[config.mk]
export PLATFORM = sky130hd
export DESIGN_NAME = ps2_key_sequencer
export DESIGN_NICKNAME = d
export VERILOG_FILES = /design/src/rtl/ps2_key_sequencer_pkg.sv /design/src/rtl/ps2_key_sequencer_fifo.sv /design/src/rtl/ps2_key_sequencer.sv
export SDC_FILE = /design/constraint.sdc
export NUM_CORES = 1
export LEC_CHECK = 0
export CAP_MARGIN = 20
export CORE_MARGIN = 2
export CORE_UTILIZATION = 53
export CTS_CLUSTER_DIAMETER = 100
export DETAILED_ROUTE_END_ITERATION = 10
export MAX_ROUTING_LAYER = met4
export PLACE_DENSITY = 0.75
export REMOVE_ABC_BUFFERS = 1
export SLEW_MARGIN = 20
export SYNTH_ARGS = -nofsm -noshare
export SYNTH_HDL_FRONTEND = slang
export SYNTH_SLANG_ARGS = --single-unit
[constraint.sdc]
create_clock -name clk -period 2.5 [get_ports clk]
set_clock_uncertainty 0.1 [all_clocks]
set_input_delay 0.375 -clock clk [delete_from_list [all_inputs] [get_ports clk]]
set_output_delay 0.375 -clock clk [all_outputs]
set_load 0.1 [all_outputs]
[src/rtl/ps2_key_sequencer_pkg.sv]
// Shared scan-code constants, sequencer state encoding and case helper
// for the PS/2 key sequencer slice.
package ps2_key_sequencer_pkg;

  localparam logic [7:0] SC_BREAK       = 8'hF0;
  localparam logic [7:0] SC_EXT         = 8'hE0;
  localparam logic [7:0] SC_LSHIFT      = 8'h12;
  localparam logic [7:0] SC_RSHIFT      = 8'h59;
  localparam logic [7:0] SC_CAPS        = 8'h58;
  localparam logic [7:0] ASCII_UNMAPPED = 8'h2A;

  typedef enum logic [1:0] {
    S_IDLE    = 2'd0,
    S_BRK     = 2'd1,
    S_EXT     = 2'd2,
    S_EXT_BRK = 2'd3
  } seq_state_t;

  // Lookup table yields upper-case letters; fold down unless exactly
  // one of shift/caps is active.
  function automatic logic [7:0] fold_case(
    input logic [7:0] a,
    input logic       upper
  );
    logic letter;
    letter = (a >= 8'h41) && (a <= 8'h5A);
    if (letter && !upper) return a + 8'h20;
    return a;
  endfunction

endpackage

[src/rtl/ps2_key_sequencer_fifo.sv]
// Show-ahead character FIFO; a pop frees a slot for a same-cycle push
// when full. Overflow tracking is left to the caller.
module ps2_char_fifo
  import ps2_key_sequencer_pkg::*;
#(
  parameter int DEPTH = 16
) (
  input  logic       clk,
  input  logic       reset,
  input  logic       wr,
  input  logic [7:0] wr_data,
  input  logic       rd,
  output logic [7:0] rd_data,
  output logic       empty,
  output logic       full
);

  localparam int AW = $clog2(DEPTH);
  localparam logic [AW:0]   CNT_FULL = DEPTH[AW:0];
  localparam logic [AW:0]   CNT_ONE  = 1;
  localparam logic [AW-1:0] PTR_ONE  = 1;

  logic [7:0]    mem [DEPTH];
  logic [AW-1:0] wptr;
  logic [AW-1:0] rptr;
  logic [AW:0]   cnt;
  logic          do_rd;
  logic          do_wr;

  assign empty   = (cnt == '0);
  assign full    = (cnt == CNT_FULL);
  assign do_rd   = rd && !empty;
  assign do_wr   = wr && (!full || do_rd);
  assign rd_data = empty ? 8'h00 : mem[rptr];

  always_ff @(posedge clk) begin
    if (do_wr) mem[wptr] <= wr_data;
  end

  always_ff @(posedge clk) begin
    if (reset) begin
      wptr <= '0;
      rptr <= '0;
      cnt  <= '0;
    end else begin
      if (do_wr) wptr <= wptr + PTR_ONE;
      if (do_rd) rptr <= rptr + PTR_ONE;
      unique case ({do_wr, do_rd})
        2'b10:   cnt <= cnt + CNT_ONE;
        2'b01:   cnt <= cnt - CNT_ONE;
        default: cnt <= cnt;
      endcase
    end
  end

endmodule

[src/rtl/ps2_key_sequencer.sv]
// Scan-code decoder with shift/caps tracking, ASCII lookup sequencing
// and a character FIFO for the bus slave.
module ps2_key_sequencer
  import ps2_key_sequencer_pkg::*;
#(
  parameter int DEPTH         = 16,
  parameter int DROP_UNMAPPED = 1
) (
  input  logic       clk,
  input  logic       reset,
  input  logic       rx_done_tick,
  input  logic [7:0] rx_data,
  output logic [7:0] ps2_code,
  input  logic [7:0] ascii_code,
  input  logic       rd,
  output logic [7:0] rd_data,
  output logic       empty,
  output logic       full,
  output logic       overflow,
  input  logic       clr_overflow,
  output logic       caps_led
);

  seq_state_t state, state_d;
  logic       shift, shift_d;
  logic       caps, caps_d;
  logic [7:0] code_d;
  logic       arm, arm_d;
  logic       is_shift;
  logic       wr_char;
  logic [7:0] char_d;

  assign is_shift = (rx_data == SC_LSHIFT) ||
                    (rx_data == SC_RSHIFT);

  always_ff @(posedge clk) begin
    if (reset) begin
      state    <= S_IDLE;
      shift    <= 1'b0;
      caps     <= 1'b0;
      ps2_code <= 8'h00;
      arm      <= 1'b0;
    end else begin
      state    <= state_d;
      shift    <= shift_d;
      caps     <= caps_d;
      ps2_code <= code_d;
      arm      <= arm_d;
    end
  end

  always_comb begin
    state_d = state;
    shift_d = shift;
    caps_d  = caps;
    code_d  = ps2_code;
    arm_d   = 1'b0;
    if (rx_done_tick) begin
      unique case (state)
        S_IDLE: begin
          unique case (1'b1)
            (rx_data == SC_BREAK): state_d = S_BRK;
            (rx_data == SC_EXT):   state_d = S_EXT;
            is_shift:              shift_d = 1'b1;
            (rx_data == SC_CAPS):  caps_d  = ~caps;
            default: begin
              code_d = rx_data;
              arm_d  = 1'b1;
            end
          endcase
        end
        S_BRK: begin
          if (is_shift) shift_d = 1'b0;
          state_d = S_IDLE;
        end
        S_EXT: begin
          state_d = (rx_data == SC_BREAK) ? S_EXT_BRK : S_IDLE;
        end
        default: state_d = S_IDLE;
      endcase
    end
  end

  // Lookup settles during the cycle after ps2_code loads.
  assign char_d  = fold_case(ascii_code, shift ^ caps);
  assign wr_char = arm &&
                   !((DROP_UNMAPPED != 0) &&
                     (ascii_code == ASCII_UNMAPPED));

  always_ff @(posedge clk) begin
    if (reset)
      overflow <= 1'b0;
    else if (clr_overflow)
      overflow <= 1'b0;
    else if (wr_char && full && !rd)
      overflow <= 1'b1;
  end

  assign caps_led = caps;

  ps2_char_fifo #(
    .DEPTH(DEPTH)
  ) u_fifo (
    .clk    (clk),
    .reset  (reset),
    .wr     (wr_char),
    .wr_data(char_d),
    .rd     (rd),
    .rd_data(rd_data),
    .empty  (empty),
    .full   (full)
  );

endmodule

# ---- Word-level counts from Yosys, hierarchy flattened
# Memory sizes are Yosys's and may differ from the RTL's. A register that Yosys moved wholly into a read port is not among the register bits.
# Index checks and enable logic that the tools add are counted.
dict set report word_totals {
  reg_bits 27
  ram_bits 128
  inputBits 21
  out_inout_bits 20
  elab_cells 77
  memories 1
}
dict set report classes {
  addsub 5
  magnitude_cmp 2
  eq_ne 14
  muxes 16
  bitwise_logic 5
  reduce_logical 25
}
# name depth width read_ports rd_ports_with_merged_regs write_ports line_no
set memory_table {}
lappend memory_table {u_fifo.mem 16 8 1 1 1 ps2_key_sequencer_fifo.sv:23} ;# logic [7:0] mem [DEPTH];
# operator count
set op_table {}
lappend op_table {{8-bit 2-to-1 mux} 3}
lappend op_table {{8-bit by 7-bit equality test with 1-bit output, second input constant} 2}
lappend op_table {{8-bit equality test, second input constant} 2}
lappend op_table {{5-bit case mux with 2 select lines} 1}
lappend op_table {{4-bit by 1-bit adder with 4-bit output, second input constant} 2}
lappend op_table {{8-bit by 6-bit adder with 8-bit output, second input constant} 1}
lappend op_table {{8-bit by 5-bit equality test with 1-bit output, second input constant} 1}
lappend op_table {{8-bit by 6-bit equality test with 1-bit output, second input constant} 1}
lappend op_table {{8-bit by 7-bit >= comparator with 1-bit output, second input constant} 1}
lappend op_table {{8-bit by 7-bit less-or-equal comparator with 1-bit output, second input constant} 1}
lappend op_table {{4-bit 2-to-1 mux} 2}
lappend op_table {{2-bit case mux with 2 select lines} 2}
lappend op_table {{1-bit logical AND} 7}
lappend op_table {{1-bit 2-to-1 mux} 6}
lappend op_table {{3-bit AND reduction} 2}
lappend op_table {{5-bit by 1-bit adder with 5-bit output, second input constant} 1}
lappend op_table {{5-bit equality test, second input constant} 1}
lappend op_table {{1-bit zero test} 5}
lappend op_table {{5-bit zero test} 1}
lappend op_table {{5-bit by 1-bit subtractor with 5-bit output, second input constant} 1}
lappend op_table {{2-bit by 1-bit equality test with 1-bit output, second input constant} 2}
lappend op_table {{2-bit equality test, second input constant} 2}
lappend op_table {{2-bit != test, second input constant} 2}
lappend op_table {{1-bit inverter} 4}
lappend op_table {{other kinds (12)} 14}

# ---- Depth between registers and ports, before layout
# Gate-level depths: netlist of the first run.
dict set report depth {
  depth_word 7
  mapped_depth 10
  ltp_nobuf 10
}

# ---- Modules after synthesis
# A second synthesis of the first run with hierarchy kept.
dict set report unflattened {
  hier_cells 418
  area_unflattened_um2 6745.2
}
# module n_inst cells_each area_per_inst_um2
set by_module_without_submodules {}
lappend by_module_without_submodules {ps2_char_fifo 1 333 5967.0}
lappend by_module_without_submodules {ps2_key_sequencer 1 85 778.2}

# ---- Worst setup path before layout of the first run
# No wires, ideal clock.
dict set report synth_path {
  path_type {register -> output}
  startpoint {register (tool-made name)}
  endpoint {output port rd_data[1]}
  arrival_time_ns 2.734
  path_slack_ns -0.709
  stages_incl_launch_ff 5
  path_cell_list {dfxtp_1 -> clkbuf_1 -> buf_1 -> mux2i_1 -> o22ai_1}
}
# element line_no
set synth_lines {}
lappend synth_lines {{end, declared} ps2_key_sequencer.sv:16} ;# output logic [7:0] rd_data,

==> run summary, run 1 <==
Worst slew pin tran: 0.4991 ns
Worst Path Max Fanout: 8
Core area: 12,060 µm²
Setup crit start kind: flip-flop
Synth Warn #: 0
Ports: 41
Vias/cell: 5.690
Period utilisation layout: 106.5%
Fraction of layout cells with a size suffix above 1: 34.46%
Die area: 13,280 µm²
Ys flop type: edfxtp_1
Final worst setup slack: -0.1631 ns
Cell area after synthesis: 6559 µm²
Total gr overflow: 0
Count of input and output buffers: 40
Final Setup Violations: 8
Area of the multi-input gates: 2173 µm²
N_diodes: 0
Max Cap Viol: 0
FF-to-FF path depth: 12
Die Y-Extent: 115.2 µm
Via count: 3,812
Failing checks: negative setup slack
Total power: 0.008457 W
Peak VDD IR: 0.0006543 V
HP Class: input pin to flip-flop
Largest net degree at the start of global routing: 33
Async SR Flop Fraction: 0%
Longest Clk Path Bufs: 2
Kind of critical path: flip-flop to output port
Post-DRT Antenna Nets: 0
Final hold violations: 0
Hold bufs inserted after CTS: 0
Met3 wire length: 631 µm
Post-synth cell types: 46
Cell internal pwr: 0.005600 W
Final Cell Area: 8448 µm²
Final Wtd Congestion: 0.8610
Mean Syn Cell Area: 16.52 µm²
PD cells: 1001 nW/µm²
Filler Cell Count: 766
Largest family of logic cells by synthesized area: multiplexers
Comb power frac: 35.6%
P_leak: 2.877 nW
Setup WS pre-CTS: -0.7718 ns
Hold endpoint: u_fifo.mem[6][0]$_DFFE_PP_
Post-synth top area cell: edfxtp_1
Clock sink count: 159
Crit. End Element: output port
Synth Instances: 397
1st-iter DRT viols: 259
Post-Synth XOR/XNOR Area: 1.335%
Synth Area in Simple Gates: 7.802%
DR DRC count: 0
Switching share of power: 33.78%
Placed Cells: 632
Placed instance area: 7605 µm²
Non-filler cells, final: 670
Gr usage total: 22.32%
Multiplexer share of the synthesized area: 15.13%
TritonCTS Buffers: 17
DR WL met2: 7.344 mm
Adder-Cell Fraction of Synth Area: 2.022%
Num rows: 40
Number of synthesized flops with an enable pin: 128
Area Overhead vs Synth: 28.81%
Nets: 520
Area occupied by registers: 4468 µm²
Worst relative slew slack: 66.42%
Crit path required time: 2.03 ns
Area contributors post-synth: edfxtp_1 59%, mux4_2 11%, dfxtp_1 9.5%, mux2i_1 3.5%, ha_1 1.7%
Clock slew seen by the registers of the worst setup and hold paths: 0.06 ns
Hold Path Depth: 1
Number of global-route vias before repair: 3,772
Worst R2R Setup Slack: 0.15 ns
Initial Utilization: 54.38%
Post-layout util: 70.04%
Synth Area in Compound Gates: 3.987%
Routed len/inst: 20.43 µm
Htree depth: 4
First-pass GRT wire length: 20.64 mm
Reg-to-Reg End: u_fifo.cnt[4]$_SDFFE_PP0P_
Worst EP arrival: 2.19 ns
Max Used Layer: met4
Met1 WL: 5.475 mm
CTS tree: done
Most frequent cells in the layout: 128 x edfxtp_1, 48 x buf_4, 32 x mux4_2
Synthesized flop and latch total: 159
Register area share after synthesis: 68.07%
DPL Wire Length: 8.365 mm
Status: complete, but fails checks
Net Switching: 0.002856 W
Hold Startpoint: ascii_code[0]
Clock Latency Late Sink: 0.42 ns
Clock Power Share: 28.7%
CTS root buf: clkbuf_16
DRT Wirelength: 13.69 mm
Synth top area share: 58.60%
FF-to-FF Start: u_fifo.cnt[0]$_SDFFE_PP0P_
Detailed Routing Iterations Pass 1: 5
RSZ-0062 raised after global routing: true
Sequential group share of total power: 35.7%
Commonest non-fill, non-tap cell in the layout: edfxtp_1
Die width: 115.2 µm
Antenna violations before repair: 0
Max Freq: 375.5 MHz
Min Tclk post-route: 2.663 ns
Max-slew violations: 0
==> worst max path at each step <==
stage | start | slack (ns) | depth (start not counted) | to
6_report | flip-flop | -0.16 | 5 | rd_data[3]
5_1_grt | flip-flop | -0.19 | 5 | rd_data[3]
4_1_cts | flip-flop | -0.11 | 5 | rd_data[2]
3_5_place_dp | ascii_code[4] | -0.77 | 10 | u_fifo.cnt[4]$_SDFFE_PP0P_
3_3_place_gp | ascii_code[4] | -0.70 | 10 | u_fifo.cnt[4]$_SDFFE_PP0P_
2_1_floorplan | flip-flop | -1.45 | 3 | rd_data[1]
==> state kept, by name (all words and copies together) (netlist names), 2 cells and up, named ones only <==
name,flops
u_fifo.cnt,5
u_fifo.mem,128
ps2_code,8
state,2
u_fifo.rptr,4
u_fifo.wptr,4
==> power by group through the flow <==
| stage | sequential, W | clock [W] | combinational (W) |
|---|---|---|---|
| global placement | 0.00305 | 0 | 0.00266 |
| CTS | 0.00301 | 0.00245 | 0.00287 |
| finish | 0.00302 | 0.00243 | 0.00301 |
| detailed placement | 0.00305 | 0 | 0.00270 |
| floorplan | 0.00319 | 0 | 0.00158 |
| global route | 0.00302 | 0.00256 | 0.00315 |
==> critical path: stages, from the launching register on <==
cell and delay (ns):
dfxtp_4 0.45, buf_16 0.17, mux4_2 0.52, mux2i_1 0.26, o22ai_2 0.16, buf_12 0.19
==> cells in the mapped netlist, types with 2 or more instances <==
cell and number:
edfxtp_1 128, mux4_2 32, dfxtp_1 31, nor2_1 28, mux2i_1 23, inv_1 12, nand3_1 12, a21oi_1 11
clkbuf_1 11, and2_1 10, ha_1 9, nand2_1 9, o22ai_1 9, nor4_1 7, nand2b_1 6, xnor2_1 6
nor3_1 5, nor3b_1 4, nor4b_1 4, xor2_1 4, a31oi_1 3, buf_2 3, nor2b_1 3, a22o_1 2
buf_1 2, mux2_4 2, o21ai_0 2
==> metrics by stage <==
step                      hold WS [ns]  TNS [ns]
after floorplan                 0.3396    -11.75
after global placement          0.3625    -47.48
after detailed placement        0.3630    -55.89
after CTS                       0.2806   -0.8084
after global routing            0.1260    -1.148
final                           0.1286   -0.6652
==> cells by family (layout without fill, tap and decap cells) <==
group                      count (synthesis)  in the layout
DFF                                      159            159
adders and majority gates                 10             10
AOI/OAI and AO/OA                         37             37
and+or+nand+nor                           95             95
xor gates and xnor gates                  10             10
buffers and inverters                     28            133
muxes                                     58             58
==> routing by layer <==
metal / vias up / global-route usage (%)
li1: 1746 / -
met1: 1925 / 26.94
met2: 127 / 37.10
met3: 14 / 5.588
met4: 0 / 7.309
met5: - / -
==> layout make-up <==
class	count	area share, %
clock inverter	15	1.614
clock buffer	17	5.036
multi-input combinational	210	25.73
timing repair buffer	89	11.72
tap	168	2.488
sequential	159	52.89
inverter	12	0.5332
==> repair_timing <==
action,in CTS,in global routing
gates cloned,2,1
gates resized for setup,23,28
pin swaps,5,10
buffers inserted,2,1
setup endpoints to repair,74,74
hold endpoints to repair,0,0
(Power assumes the default switching activity.)
==> run 2, diff against run 1 <==
--- a/config.mk
+++ b/config.mk
@@ -6,11 +6,12 @@
 export NUM_CORES = 1
 export LEC_CHECK = 0
+export ABC_AREA = 1
 export CAP_MARGIN = 20
 export CORE_MARGIN = 2
-export CORE_UTILIZATION = 53
+export CORE_UTILIZATION = 50
 export CTS_CLUSTER_DIAMETER = 100
 export DETAILED_ROUTE_END_ITERATION = 10
 export MAX_ROUTING_LAYER = met4
-export PLACE_DENSITY = 0.75
+export PLACE_DENSITY = 0.72
 export REMOVE_ABC_BUFFERS = 1
 export SLEW_MARGIN = 20
--- a/constraint.sdc
+++ b/constraint.sdc
@@ -3,3 +3,3 @@
 set_input_delay 0.375 -clock clk [delete_from_list [all_inputs] [get_ports clk]]
 set_output_delay 0.375 -clock clk [all_outputs]
-set_load 0.1 [all_outputs]
+set_load 0.02 [all_outputs]
==> run 2 against run 1 <==
Net effect:
- the run still ends with negative setup slack left
- non-clock buffer count is 7 higher
- first-iteration DRC count rose by 85%
- largest cell class unchanged
- highest routed layer unchanged
- critical endpoint unchanged
- critical path type unchanged
- hold slack gained 0.24 ns
- final area increased by 1.3%
- via count increased by 36%
- routed wire length grew 24%
- area after synthesis rose by 4.6%
- fmax increased by 5.6%
- sequential share of layout area fell by 0.64 points
- critical path depth up 2
- clock power rose by 12%
- largest power group unchanged
- combinational power is 3% lower
==> run summary, run 2 <==
Most frequent cells in the layout: 164 x nand2_1, 128 x edfxtp_1, 64 x nor2_1
Synth Instances: 661 (+66%)
Num rows: 42 (+5.0%)
Final hold violations: 0 (unchanged)
Most frequent cell after synthesis: nand2_1
Placed Cells: 906 (+43%)
Fraction of layout cells with a size suffix above 1: 17.65% (-17 points)
Via count: 5,195 (+36%)
Commonest non-fill, non-tap cell in the layout: nand2_1
1st-iter DRT viols: 480 (+85%)
Nets: 783 (+51%)
Final worst setup slack: -0.02297 ns (+0.1401 ns)
Top Registers: u_fifo.mem: 128 flops, ps2_code: 8 flops, u_fifo.cnt: 5 flops
Routed len/inst: 18.06 µm (-12%)
Biggest register: u_fifo.mem
Post-DRT Antenna Nets: 0 (unchanged)
Kind of critical path: flip-flop to output port
Antenna violations before repair: 0 (unchanged)
Filler Cell Count: 1,035 (+35%)
Ports: 41 (unchanged)
Total power: 0.008706 W (+3.0%)
Number of synthesized flops with an enable pin: 128 (unchanged)
Max Cap Viol: 0 (unchanged)
Total gr overflow: 0 (unchanged)
Detailed Routing Iterations Pass 1: 5 (unchanged)
Buf+Inv Stages, Crit Path: 3 (+1)
N_diodes: 0 (unchanged)
Crit. End Element: output port
Post-synth top area cell: edfxtp_1
Clock sink count: 159 (unchanged)
Htree depth: 4 (unchanged)
Synth Warn #: 0 (unchanged)
Failing checks: negative setup slack
Crit-path cells: inv_8 -> clkbuf_16 -> nor2_1 -> nor2_1 -> o31ai_1 -> a21oi_1 -> buf_2
Die width: 121.2 µm (+5.1%)
Worst path top cell family by delay: compound AO/OA/AOI/OAI gates
Core area: 13,350 µm² (+11%)
Synthesized flop and latch total: 159 (unchanged)
Placed instance area: 7805 µm² (+2.6%)
Initial Utilization: 51.42% (-3.0 points)
Worst relative slew slack: 60.27% (-6.1 points)
Vias/cell: 5.521 (-3.0%)
Die Y-Extent: 121.2 µm (+5.1%)
CTS tree: done
Crit path top cell by count: nor2_1
Setup crit start kind: flip-flop
DRT Wirelength: 17.00 mm (+24%)
P_leak: 3.280 nW (+14%)
Area Overhead vs Synth: 24.65%
Final Wtd Congestion: 0.8431 (-2.1%)
Worst slew pin tran: 0.5953 ns (+0.09619 ns)
TritonCTS Buffers: 17 (unchanged)
DR DRC count: 0 (unchanged)
Synth top area share: 56.01% (-2.6 points)
Peak VDD IR: 0.0006751 V (+3.2%)
Worst path max stage delay: 0.45 ns (-0.07 ns)
DPL Wire Length: 10.83 mm (+29%)
Non-filler cells, final: 941 (+40%)
Worst EP arrival: 2.05 ns (-0.14 ns)
Post-CTS Setup Repair Bufs: 0 (-2)
Async SR Flop Fraction: 0% (unchanged)
HP Class: flip-flop to flip-flop
Register area share after synthesis: 65.05% (-3.0 points)
Slowest-stage cell, CP: o31ai_1
Clock Latency Late Sink: 0.43 ns (about the same)
Min Tclk post-route: 2.523 ns (-0.1401 ns)
PD cells: 1018 nW/µm² (+1.7%)
Max Freq: 396.4 MHz (+5.6%)
Longest Clk Path Bufs: 2 (unchanged)
Count of input and output buffers: 40 (unchanged)
Status: complete, but fails checks
Largest net degree at the start of global routing: 34 (+3.0%)
Worst Path Max Fanout: 12 (+4)
Ys flop type: edfxtp_1
Synth top cells by count: 167 x nand2_1, 128 x edfxtp_1, 66 x a21oi_1, 65 x nor2_1, 51 x nand3_1
Area contributors post-synth: edfxtp_1 56%, nand2_1 9.1%, dfxtp_1 9.0%, a21oi_1 4.8%, nand3_1 3.7%
RSZ-0062 raised after global routing: true
Cell area after synthesis: 6863 µm² (+4.6%)
Final Cell Area: 8554 µm² (+1.3%)
CTS root buf: clkbuf_16
Max-slew violations: 0 (unchanged)
Period utilisation layout: 100.9% (-5.6 points)
First-pass GRT wire length: 26.39 mm (+28%)
Post-synth cell types: 34 (-26%)
Crit path required time: 2.03 ns (about the same)
Number of global-route vias before repair: 5,102 (+35%)
TNS Setup: -0.02297 ns (+0.6422 ns)
Gr usage total: 24.87% (+2.5 points)
Mean Syn Cell Area: 10.38 µm² (-37%)
Clock slew seen by the registers of the worst setup and hold paths: 0.06 ns (about the same)
Largest register FFs: 128 (unchanged)
Die area: 14,680 µm² (+11%)
Final Setup Violations: 1 (-7)
-- run 2: path summary, 6_finish.rpt --
check / depth (start not counted) / from / slack [ns] / endpoint
min reg2reg: 2 / u_fifo.rptr[3]$_SDFFE_PP0N_ / 0.37 / u_fifo.rptr[3]$_SDFFE_PP0N_
max: 7 / flip-flop / -0.02 / rd_data[3]
min: 2 / u_fifo.rptr[3]$_SDFFE_PP0N_ / 0.37 / u_fifo.rptr[3]$_SDFFE_PP0N_
max reg2reg: 15 / u_fifo.cnt[1]$_SDFFE_PP0P_ / 0.25 / u_fifo.cnt[4]$_SDFFE_PP0P_
-- run 2: logic make-up (layout without fill, tap and decap cells) --
family                   after synthesis  count (layout)  synth area share [%]
flip-flops                           159             159                 65.05
buffers and inverters                 67             171                 4.211
adder cells (fa/ha/maj)               10              10                 1.933
AND/OR/NAND/NOR                      310             310                 19.58
AO/OA/AOI/OAI                        111             111                 8.715
XOR/XNOR                               4               4                0.5106
-- run 2: what timing repair did --
action | in CTS | in global routing
pin swaps | 0 | 3
cloned | 1 | 2
setup endpoints to repair | 9 | 25
gates resized for setup | 45 | 19
hold buffers | 0 | 0
-- run 2: through the flow --
stage | hold WS [ns] | utilization, % | setup WS [ns]
after global placement | 0.3527 | 58.47 | -0.2525
after floorplan | 0.3359 | - | -0.5203
final | 0.3672 | 64.09 | -0.02297
after CTS | 0.3609 | 63.42 | -0.03741
after detailed placement | 0.3564 | 58.47 | -0.3204
after global routing | 0.3903 | 64.09 | -0.1127
-- run 2: routing by layer --
layer / wire [µm] / vias to the layer above / GRT usage [%]
li1: - / 2464 / -
met1: 6867 / 2475 / 30.64
met2: 8384 / 211 / 38.90
met3: 1235 / 45 / 6.015
met4: 508 / 0 / 11.85
met5: 0 / - / -
-- run 2: worst register-to-register path, cell delays in order (launching register included) --
cell	delay (ns)
dfxtp_1	0.34
nor2_1	0.18
nand3_1	0.20
nand2_2	0.17
inv_2	0.06
nand2_4	0.07
inv_1	0.07
ha_1	0.29
inv_1	0.08
o21ai_0	0.08
a21oi_1	0.17
nand2_1	0.07
nand2_1	0.08
nand3_1	0.07
nand2_1	0.06
nor2_1	0.04
-- run 2: layout make-up --
cell class | count | area (µm²) | share of cell area (%)
flip-flops and latches | 159 | 4469 | 52.25
repair buffers | 96 | 909.6 | 10.63
clock buffers | 17 | 425.4 | 4.973
inverters | 43 | 172.7 | 2.018
multi-input cells | 435 | 2165 | 25.30
clock inverters | 15 | 192.7 | 2.252
well taps | 176 | 220.2 | 2.574
-- run 2: power by group --
group	total (W)	leakage [nW]	switching, W	internal (W)
combinational	0.00291	1.58	0.00179	0.00112
sequential	0.00309	1.41	0.000117	0.00297
clock	0.00271	0.293	0.00105	0.00166
